File: config.mk
export PLATFORM = sky130hd
export DESIGN_NAME = multiword_add_seq_flat
export DESIGN_NICKNAME = d
export VERILOG_FILES = /design/src/rtl/multiword_add_seq_pkg.sv /design/src/rtl/multiword_add_seq_if.sv /design/src/rtl/multiword_add_seq_rca.sv /design/src/rtl/multiword_add_seq.sv /design/src/flat_wrapper.sv
export SDC_FILE = /design/constraint.sdc
export NUM_CORES = 1
export LEC_CHECK = 0
export BUFFER_PORTS_ARGS = -buffer_cell sky130_fd_sc_hd__buf_4
export CAP_MARGIN = 15
export CORE_UTILIZATION = 40
export DETAILED_ROUTE_END_ITERATION = 8
export GPL_TIMING_DRIVEN = 1
export SYNTH_ARGS = -nofsm -noshare
export SYNTH_HDL_FRONTEND = slang
export SYNTH_SLANG_ARGS = --single-unit
File: constraint.sdc
create_clock -name clk -period 4.87 [get_ports clk]
set_clock_uncertainty 0.05 [all_clocks]
set_input_delay 0.487 -clock clk [delete_from_list [all_inputs] [get_ports clk]]
set_output_delay 0.487 -clock clk [all_outputs]
set_load 0.01 [all_outputs]
File: src/rtl/multiword_add_seq_pkg.sv
// mwadd_pkg: shared types for the multi-word add sequencer.
// Build option: MWADD_SUB_EN adds subtract support (see multiword_add_seq.sv).
package mwadd_pkg;

   typedef enum logic [1:0] {
      IDLE = 2'd0,
      RUN  = 2'd1,
      DONE = 2'd2
   } state_t;

   // Chunk index width; a single-chunk build still needs one bit.
   function automatic int idx_width(input int words);
      return (words <= 1) ? 1 : $clog2(words);
   endfunction

endpackage

File: src/rtl/multiword_add_seq_if.sv
// Operand/result handshake bundle for multiword_add_seq.
// Build option: MWADD_SUB_EN adds the sub request line.
interface multiword_add_seq_if #(
   parameter int N     = 8,
   parameter int WORDS = 4
);
   localparam int W = N * WORDS;

   logic         in_valid;
   logic         in_ready;
   logic [W-1:0] a;
   logic [W-1:0] b;
   logic         cin;
`ifdef MWADD_SUB_EN
   logic         sub;
`endif
   logic         out_valid;
   logic         out_ready;
   logic [W-1:0] sum;
   logic         cout;

`ifdef MWADD_SUB_EN
   modport master (output in_valid, a, b, cin, sub, out_ready,
                   input  in_ready, out_valid, sum, cout);
   modport slave  (input  in_valid, a, b, cin, sub, out_ready,
                   output in_ready, out_valid, sum, cout);
`else
   modport master (output in_valid, a, b, cin, out_ready,
                   input  in_ready, out_valid, sum, cout);
   modport slave  (input  in_valid, a, b, cin, out_ready,
                   output in_ready, out_valid, sum, cout);
`endif

endinterface

File: src/rtl/multiword_add_seq_rca.sv
// N-bit ripple-carry adder, the single arithmetic resource shared by all chunks.
module multiword_add_seq_rca #(
   parameter int N = 8
) (
   input  logic [N-1:0] a,
   input  logic [N-1:0] b,
   input  logic         ci,
   output logic [N-1:0] s,
   output logic         co
);

   logic c;

   // Bit-serial carry chain, LSB first.
   always_comb begin
      s = '0;
      c = ci;
      for (int i = 0; i < N; i++) begin
         s[i] = a[i] ^ b[i] ^ c;
         c    = (a[i] & b[i]) | (c & (a[i] ^ b[i]));
      end
      co = c;
   end

endmodule

File: src/rtl/multiword_add_seq.sv
// Multi-word adder: W = N*WORDS bit sum computed one N-bit chunk per cycle
// on one shared RCA, carry held in a register between chunks.
// Build option: MWADD_SUB_EN -- when defined, sub=1 on acceptance computes a-b
// (b stored inverted, carry seeded with 1, cin ignored; cout=1 means no borrow).
//
// state | meaning
// IDLE  | waiting for operands, in_ready=1, last result still visible
// RUN   | one chunk per cycle, idx 0..WORDS-1
// DONE  | result valid, held until out_ready
module multiword_add_seq
   import mwadd_pkg::*;
#(
   parameter int N     = 8,
   parameter int WORDS = 4
) (
   input  logic                clk,
   input  logic                rst_n,
   multiword_add_seq_if.slave  bus,
   output logic                busy
);

   localparam int             W    = N * WORDS;
   localparam int             IW   = idx_width(WORDS);
   localparam logic [IW-1:0]  LAST = IW'(WORDS - 1);

   state_t        state, state_nx;
   logic [IW-1:0] idx;
   logic [W-1:0]  a_r, b_r, sum_r;
   logic          carry_r, cout_r, out_valid_r;
   logic [W-1:0]  b_in;
   logic          carry_in;
   logic [N-1:0]  a_chunk, b_chunk, rca_sum;
   logic          rca_cout;
   logic          accept, last;

   assign accept  = (state == IDLE) && bus.in_valid;
   assign last    = (idx == LAST);
   assign a_chunk = a_r[int'(idx) * N +: N];
   assign b_chunk = b_r[int'(idx) * N +: N];

   // Operand conditioning at acceptance; subtraction is a + ~b + 1.
   always_comb begin
      b_in     = bus.b;
      carry_in = bus.cin;
`ifdef MWADD_SUB_EN
      if (bus.sub) begin
         b_in     = ~bus.b;
         carry_in = 1'b1;
      end
`endif
   end

   multiword_add_seq_rca #(.N(N)) u_rca (
      .a  (a_chunk),
      .b  (b_chunk),
      .ci (carry_r),
      .s  (rca_sum),
      .co (rca_cout)
   );

   // State register.
   always_ff @(posedge clk or negedge rst_n) begin
      if (!rst_n) state <= IDLE;
      else        state <= state_nx;
   end

   // Next-state decode.
   always_comb begin
      state_nx = state;
      case (state)
         IDLE:    if (bus.in_valid)  state_nx = RUN;
         RUN:     if (last)          state_nx = DONE;
         DONE:    if (bus.out_ready) state_nx = IDLE;
         default:                    state_nx = IDLE;
      endcase
   end

   // Datapath: operand capture, per-chunk writeback, result handshake.
   always_ff @(posedge clk or negedge rst_n) begin
      if (!rst_n) begin
         idx         <= '0;
         a_r         <= '0;
         b_r         <= '0;
         carry_r     <= 1'b0;
         sum_r       <= '0;
         cout_r      <= 1'b0;
         out_valid_r <= 1'b0;
      end else if (accept) begin
         a_r     <= bus.a;
         b_r     <= b_in;
         carry_r <= carry_in;
         idx     <= '0;
      end else if (state == RUN) begin
         sum_r[int'(idx) * N +: N] <= rca_sum;
         carry_r                   <= rca_cout;
         if (last) begin
            cout_r      <= rca_cout;
            out_valid_r <= 1'b1;
         end else begin
            idx <= idx + 1'b1;
         end
      end else if ((state == DONE) && bus.out_ready) begin
         out_valid_r <= 1'b0;
      end
   end

   assign bus.in_ready  = (state == IDLE);
   assign bus.out_valid = out_valid_r;
   assign bus.sum       = sum_r;
   assign bus.cout      = cout_r;
   assign busy          = (state != IDLE);

endmodule

File: src/flat_wrapper.sv
// flat-port wrapper written by rule: the top's interface ports become plain ports
module multiword_add_seq_flat import mwadd_pkg::*;
#(
   parameter int N     = 8,
   parameter int WORDS = 4
)
  (clk, rst_n, busy, bus_in_valid, bus_a, bus_b, bus_cin, bus_out_ready, bus_in_ready, bus_out_valid, bus_sum, bus_cout);
  multiword_add_seq_if #(.N(N), .WORDS(WORDS)) bus_i ();
  input  logic clk;
  input  logic rst_n;
  output logic busy;
  input wire logic [$bits(bus_i.in_valid)-1:0] bus_in_valid;
  input wire logic [$bits(bus_i.a)-1:0] bus_a;
  input wire logic [$bits(bus_i.b)-1:0] bus_b;
  input wire logic [$bits(bus_i.cin)-1:0] bus_cin;
  input wire logic [$bits(bus_i.out_ready)-1:0] bus_out_ready;
  output wire logic [$bits(bus_i.in_ready)-1:0] bus_in_ready;
  output wire logic [$bits(bus_i.out_valid)-1:0] bus_out_valid;
  output wire logic [$bits(bus_i.sum)-1:0] bus_sum;
  output wire logic [$bits(bus_i.cout)-1:0] bus_cout;
  assign bus_i.in_valid = bus_in_valid;
  assign bus_i.a = bus_a;
  assign bus_i.b = bus_b;
  assign bus_i.cin = bus_cin;
  assign bus_i.out_ready = bus_out_ready;
  assign bus_in_ready = bus_i.in_ready;
  assign bus_out_valid = bus_i.out_valid;
  assign bus_sum = bus_i.sum;
  assign bus_cout = bus_i.cout;
  multiword_add_seq #(.N(N), .WORDS(WORDS)) u_core (.clk(clk), .rst_n(rst_n), .bus(bus_i), .busy(busy));
endmodule
### After elaboration in Yosys (flattened, before gate mapping)

Cells that the tools add are included.
Widths: inputs -> output; s select.

* register bits after elaboration: 103
* logic and storage cells: 86
* output and inout port bits: 36

* bitwise operators: 41
* add/sub/neg operators: 2
* reduce and logical (&&, ||, !) cells: 11
* equal/unequal tests: 7
* shift operators: 4
* mux-type cells: 13

Operators by type and width (count)
* $shiftx 32x6->8: 2
* $neg 5->33: 1
* $shift 8x33->32 const A: 1
* $shiftx 8x33->32: 1
* $bwmux 32: 1
* $and 1x1->1: 16
* $xor 1x1->1: 16
* $mux 2: 6
* $reduce_and 3->1: 3
* $or 1x1->1: 8
* $pmux 2 s3: 1
* $reduce_bool 2->1: 3
* $mux 1: 5
* $eq 2x2->1 const B: 2
* $ne 2x1->1 const B: 2
* $ne 2x2->1 const B: 2
* $reduce_and 2->1: 2
* $add 2x1->2 const B: 1
* $eq 2x1->1 const B: 1
* $logic_and 1x1->1: 2
* $logic_not 2->1: 1
* $not 1->1: 1

### Longest topological paths before layout

* word-level depth: 20
* mapped depth: 16
* depth with buffers taken out: 15

### Hierarchy

A second synthesis with hierarchy kept.

* cell total of the unflattened synthesis: 353
* area total of the unflattened synthesis: 5001.0 um^2

Modules (own cells, without submodules)
* multiword_add_seq: cells each 335, times used 1, sequential area each 2577.5 um^2, area an instance 4803.4 um^2
* multiword_add_seq_rca: cells each 18, times used 1, sequential area each 0.0 um^2, area an instance 197.7 um^2

### Worst setup path after synthesis

OpenSTA, ideal clock, no wires.

* path type: flip-flop to flip-flop
* from: register u_core.idx[0]
* to: register u_core.sum_r[23], in the netlist u_core.bus.sum[23]
* required time: 4.699 ns
* setup slack: 0.526 ns
* arrival: 4.173 ns
* setup time: 0.121 ns
* stages on the path, launching flop included: 16
* period minus slack after synthesis: 4.344 ns
* buffers on the path: 1
* cells stage by stage: dfrtp_1 > buf_4 > mux4_2 > fa_1 > fa_1 > fa_1 > inv_1 > fa_1 > inv_1 > fa_1 > inv_1 > fa_1 > inv_1 > fa_1 > fa_1 > a22o_1

* word-level cells in the longest chain between the ends: 19
* elaborated cells between the ends (all ways): 43
* classes of those cells: 1 x add/sub; 4 x shift; 1 x mux; 37 x bitwise

RTL lines
* start: declaration: line multiword_add_seq.sv:27 `logic [IW-1:0] idx;`
* start signal: assignment: line multiword_add_seq.sv:100 `idx <= idx + 1'b1;`
* $shiftx 32x6->8, on equally long branches: line multiword_add_seq.sv:38, multiword_add_seq.sv:39
* $xor 1x1->1: line multiword_add_seq_rca.sv:19, multiword_add_seq_rca.sv:20
* $and 1x1->1: line multiword_add_seq_rca.sv:20 `c = (a[i] & b[i]) | (c & (a[i] ^ b[i]));`
* $or 1x1->1: line multiword_add_seq_rca.sv:20
* $and 1x1->1: line multiword_add_seq_rca.sv:20
* $or 1x1->1: line multiword_add_seq_rca.sv:20
* $and 1x1->1: line multiword_add_seq_rca.sv:20
* $or 1x1->1: line multiword_add_seq_rca.sv:20
* [... 3 more ...]
* $or 1x1->1: line multiword_add_seq_rca.sv:20
* $and 1x1->1: line multiword_add_seq_rca.sv:20
* $or 1x1->1: line multiword_add_seq_rca.sv:20
* $and 1x1->1: line multiword_add_seq_rca.sv:20
* $or 1x1->1: line multiword_add_seq_rca.sv:20
* $xor 1x1->1: line multiword_add_seq_rca.sv:19 `s[i] = a[i] ^ b[i] ^ c;`
* $shiftx 8x33->32: line multiword_add_seq.sv:94 `sum_r[int'(idx) * N +: N] <= rca_sum;`
* $bwmux 32 *: line multiword_add_seq.sv:94
* end signal: indexed assignment: line multiword_add_seq.sv:94
* end: declaration: line multiword_add_seq.sv:28 `logic [W-1:0] a_r, b_r, sum_r;`

Mark *: on every way between the ends. The rest lies on a longest branch, timed or not.
A chain may end at the register's enable or synchronous reset.

### Final worst setup path

Ends and elaborated chain as after synthesis.

==> impl_metrics.json <==
{
  "p_sw_share_pct": 36.01,
  "num_rows": 39,
  "cts_made_buffers": 9,
  "nets": 481,
  "fillers": 982,
  "dp_hpwl_mm": 7.592,
  "first_global_vias": 2911,
  "detail_route.iter0.violations": 150,
  "cts_hold_buf": 0,
  "synthMuxAreaShare_pct": 27.36,
  "power.leakage_uw": 0.002873,
  "synth_top_family_by_area": "multiplexers",
  "overflow": 0,
  "ys_seq_elements": 103,
  "clk_pin_slew_ns": 0.07,
  "port_buffers": 104,
  "p_sw_uw": 1548,
  "root_buffer": "clkbuf_16",
  "vias": 2772,
  "fin_tns_setup_ns": 0,
  "fin_crit_sh_pct": 88.91,
  "ys_seq_area_share_pct": 53.07,
  "fmaxAchievable_mhz": 231.0,
  "use_met1_pct": 24.98,
  "worst_setup_path_start_kind": "flop",
  "synth_fa_ha_area_share_pct": 4.843,
  "hp-class": "input pin to async pin",
  "synth_warnings": 0,
  "max_slew_margin_pct": 51.03,
  "start_util_pct": 41.82,
  "cts_resized": 0,
  "p_seq_share_pct": 34.5,
  "synth-simple-area-share_pct": 2.524,
  "grt_max_degree": 60,
  "finalInstanceArea_mm2": 0.005943,
  "post_cts_buffers": 0,
  "synth-compound-area-share_pct": 7.135,
  "gp_congestion": 0.7685,
  "power_density_mw_per_mm2": 723.2,
  "cp_slowest_stage_delay_ns": 0.55,
  "r2r_end": "u_core.bus.sum[23]",
  "yosys.area.top_type_share_pct": 53.07,
  "synth-xor-area-share_pct": 0,
  "num_io_pins": 105,
  "p_int_uw": 2750,
  "comb_power_share_pct": 50.2,
  "ant_nets": 0,
  "status": "finished, violations left",
  "grt_setup_unrepaired": "no",
  "synth.cell_area_mm2": 0.004857,
  "syn_avg_cell_area_um2": 16.58,
  "clockBufferDepth": 2,
  "min_period_ns": 4.330,
  "synth_area_leaders": "dfrtp_1, mux2_4, mux4_2",
  "syn_inst": 293,
  "syn-num-nets": 376,
  "use_met2_pct": 26.09,
  "hold_slack_ns": 0.1640,
  "crit_top_cell": "fa_1",
  "syn_to_final_growth_pct": 22.36,
  "antenna_cells": 0,
  "setup_viol": 0,
  "final_layout_size_suffix_gt1_share_pct": 52.11,
  "antenna_found_initial": 0,
  "first_pass_iters": 6,
  "wl_per_cell_um": 18.59,
  "viasPerCell": 5.077,
  "detail_route.drc_violations": 7,
  "max_cap_violations": 0,
  "rr_startpoint": "u_core.idx[0]",
  "crit_type": "flop to flop",
  "crit_arrival_ns": 4.50,
  "clkLatencyLatePin_ns": 0.34,
  "cp.required_ns": 5.04,
  "cp_max_fo": 4,
  "grt_pass1_wl_mm": 16.45,
  "ir_drop_mv": 0.2946,
  "worstMarginPinSlew_ns": 0.7345,
  "grt.met3_usage_pct": 4.374,
  "grtUsageTotal_pct": 17.19,
  "coreArea_mm2": 0.01161,
  "grt_busiest_layer": "met2",
  "violations": "DRC",
  "cts_tree": "done",
  "p_clk_share_pct": 15.3,
  "fp.dieH_um": 112.2,
  "placed_cell_area_mm2": 0.005675,
  "cp_slowest_cell": "mux4_2",
  "postLayoutCoreUtil_pct": 51.17,
  "cts_sinks": 103,
  "place_ws_ns": 0.5316,
  "critPathCaptureType": "flop",
  "yosysTopAreaCell": "dfrtp_1",
  "r2r_cells": 14,
  "fin_ws_ns": 0.5402,
  "dieArea_mm2": 0.01259,
  "regArea_mm2": 0.002577,
  "die_x_um": 112.2,
  "finalHoldViolCount": 0,
  "ys_types": 25,
  "ff2ff_setup_slack_ns": 0.54,
  "drt-total-wl_mm": 10.15,
  "multi_input_area_mm2": 0.002033,
  "htreeDepth": 3,
  "cp_cell_sequence": "mux4_2, fa_1, fa_1, fa_1, inv_1, fa_1, inv_1, fa_1, inv_1, fa_1, inv_1, fa_1, fa_1, a22o_1",
  "maxSlewViolCount": 0
}
==> cell usage in the layout, fill, tap and decap left out, drive strengths merged, types with 2 or more instances in the layout <==
| cell type | n |
|---|---|
| ha | 6 |
| and4 | 2 |
| buf | 111 |
| fa | 8 |
| nand2 | 7 |
| clkbuf | 11 |
| dfrtp | 103 |
| inv | 14 |
| a21oi | 4 |
| nor3b | 2 |
| clkinv | 4 |
| and3 | 2 |
| nor2b | 2 |
| nor2 | 4 |
| mux4 | 16 |
| a22o | 35 |
| mux2 | 66 |
==> how the worst max path moves through the flow <==
stage	cells past startpoint	to	slack, ns	from
after floorplan	15	u_core.bus.sum[23]	0.53	u_core.idx[0]
after global placement	14	u_core.bus.sum[23]	0.56	u_core.idx[0]
after detailed placement	14	u_core.bus.sum[23]	0.53	u_core.idx[0]
after CTS	14	u_core.bus.sum[23]	0.53	u_core.idx[0]
after global routing	14	u_core.bus.sum[23]	0.31	u_core.idx[0]
final	14	u_core.bus.sum[23]	0.54	u_core.idx[0]
==> critical path: cells and delay by family, from the launching register on <==
family                   cells  cell delay [ns]
adder cells (fa/ha/maj)      8             2.71
multiplexers                 1             0.55
flip-flops                   1             0.43
buffers and inverters        4             0.25
AO/OA/AOI/OAI                1             0.23
==> through the flow <==
| stage | power, uW | cells |
|---|---|---|
| 3_5_place_dp | 3680 | 530 |
| 2_1_floorplan | 3088 | 293 |
| 6_report | 4298 | 546 |
| 5_1_grt | 4626 | 546 |
| 3_3_place_gp | 3635 | 530 |
| 4_1_cts | 4350 | 546 |
==> sequential cells by signal (all words and copies together) (netlist names) <==
name                  cells
u_core.state              2
u_core.bus.cout           1
u_core.bus.out_valid      1
u_core.carry_r            1
u_core.idx                2
u_core.a_r               32
u_core.bus.sum           32
u_core.b_r               32
==> layout make-up <==
type                    count  area share, %
inverters                  14         0.8842
flip-flops and latches    103          43.37
clock buffers              11          3.916
repair buffers            111          14.02
well taps                 143          3.011
multi-input cells         159          34.21
clock inverters             5         0.5895
==> cell usage after synthesis <==
cell type	count
dfrtp_1	103
mux2_4	60
a22o_1	35
mux4_2	16
inv_1	14
fa_1	8
buf_12	7
buf_2	7
nand2_1	7
ha_1	6
mux2_2	6
a21oi_1	4
nor2_1	3
and3_1	2
and4_1	2
buf_4	2
nor2b_1	2
nor3b_1	2
a22oi_1	1
and2_4	1
and4bb_2	1
clkbuf_1	1
nor2_2	1
o21ai_0	1
o31ai_1	1
==> power groups by stage <==
| stage | registers, uW | logic, uW | clock network [uW] |
|---|---|---|---|
| after CTS | 1480 | 2190 | 680 |
| after detailed placement | 1500 | 2180 | 0 |
| after global placement | 1490 | 2150 | 0 |
| final | 1480 | 2160 | 658 |
| after global routing | 1530 | 2380 | 717 |
| after floorplan | 1430 | 1650 | 0 |
==> kinds of logic (layout without fill, tap and decap cells) <==
group                    Yosys count  in the layout
adder cells (fa/ha/maj)           14             14
buffers and inverters             31            141
flip-flops                       103            103
AND/OR/NAND/NOR                   21             21
AO/OA/AOI/OAI                     42             42
multiplexers                      82             82
==> metal layers <==
| layer | up-vias | part of all wire [%] | wire (um) |
|---|---|---|---|
| li1 | 1284 | - | - |
| met1 | 1412 | 48 | 4881 |
| met2 | 71 | 46 | 4697 |
| met3 | 5 | 4.9 | 501 |
| met4 | 0 | 0.69 | 70 |
| met5 | - | 0 | 0 |
(Power assumes the default switching activity.)
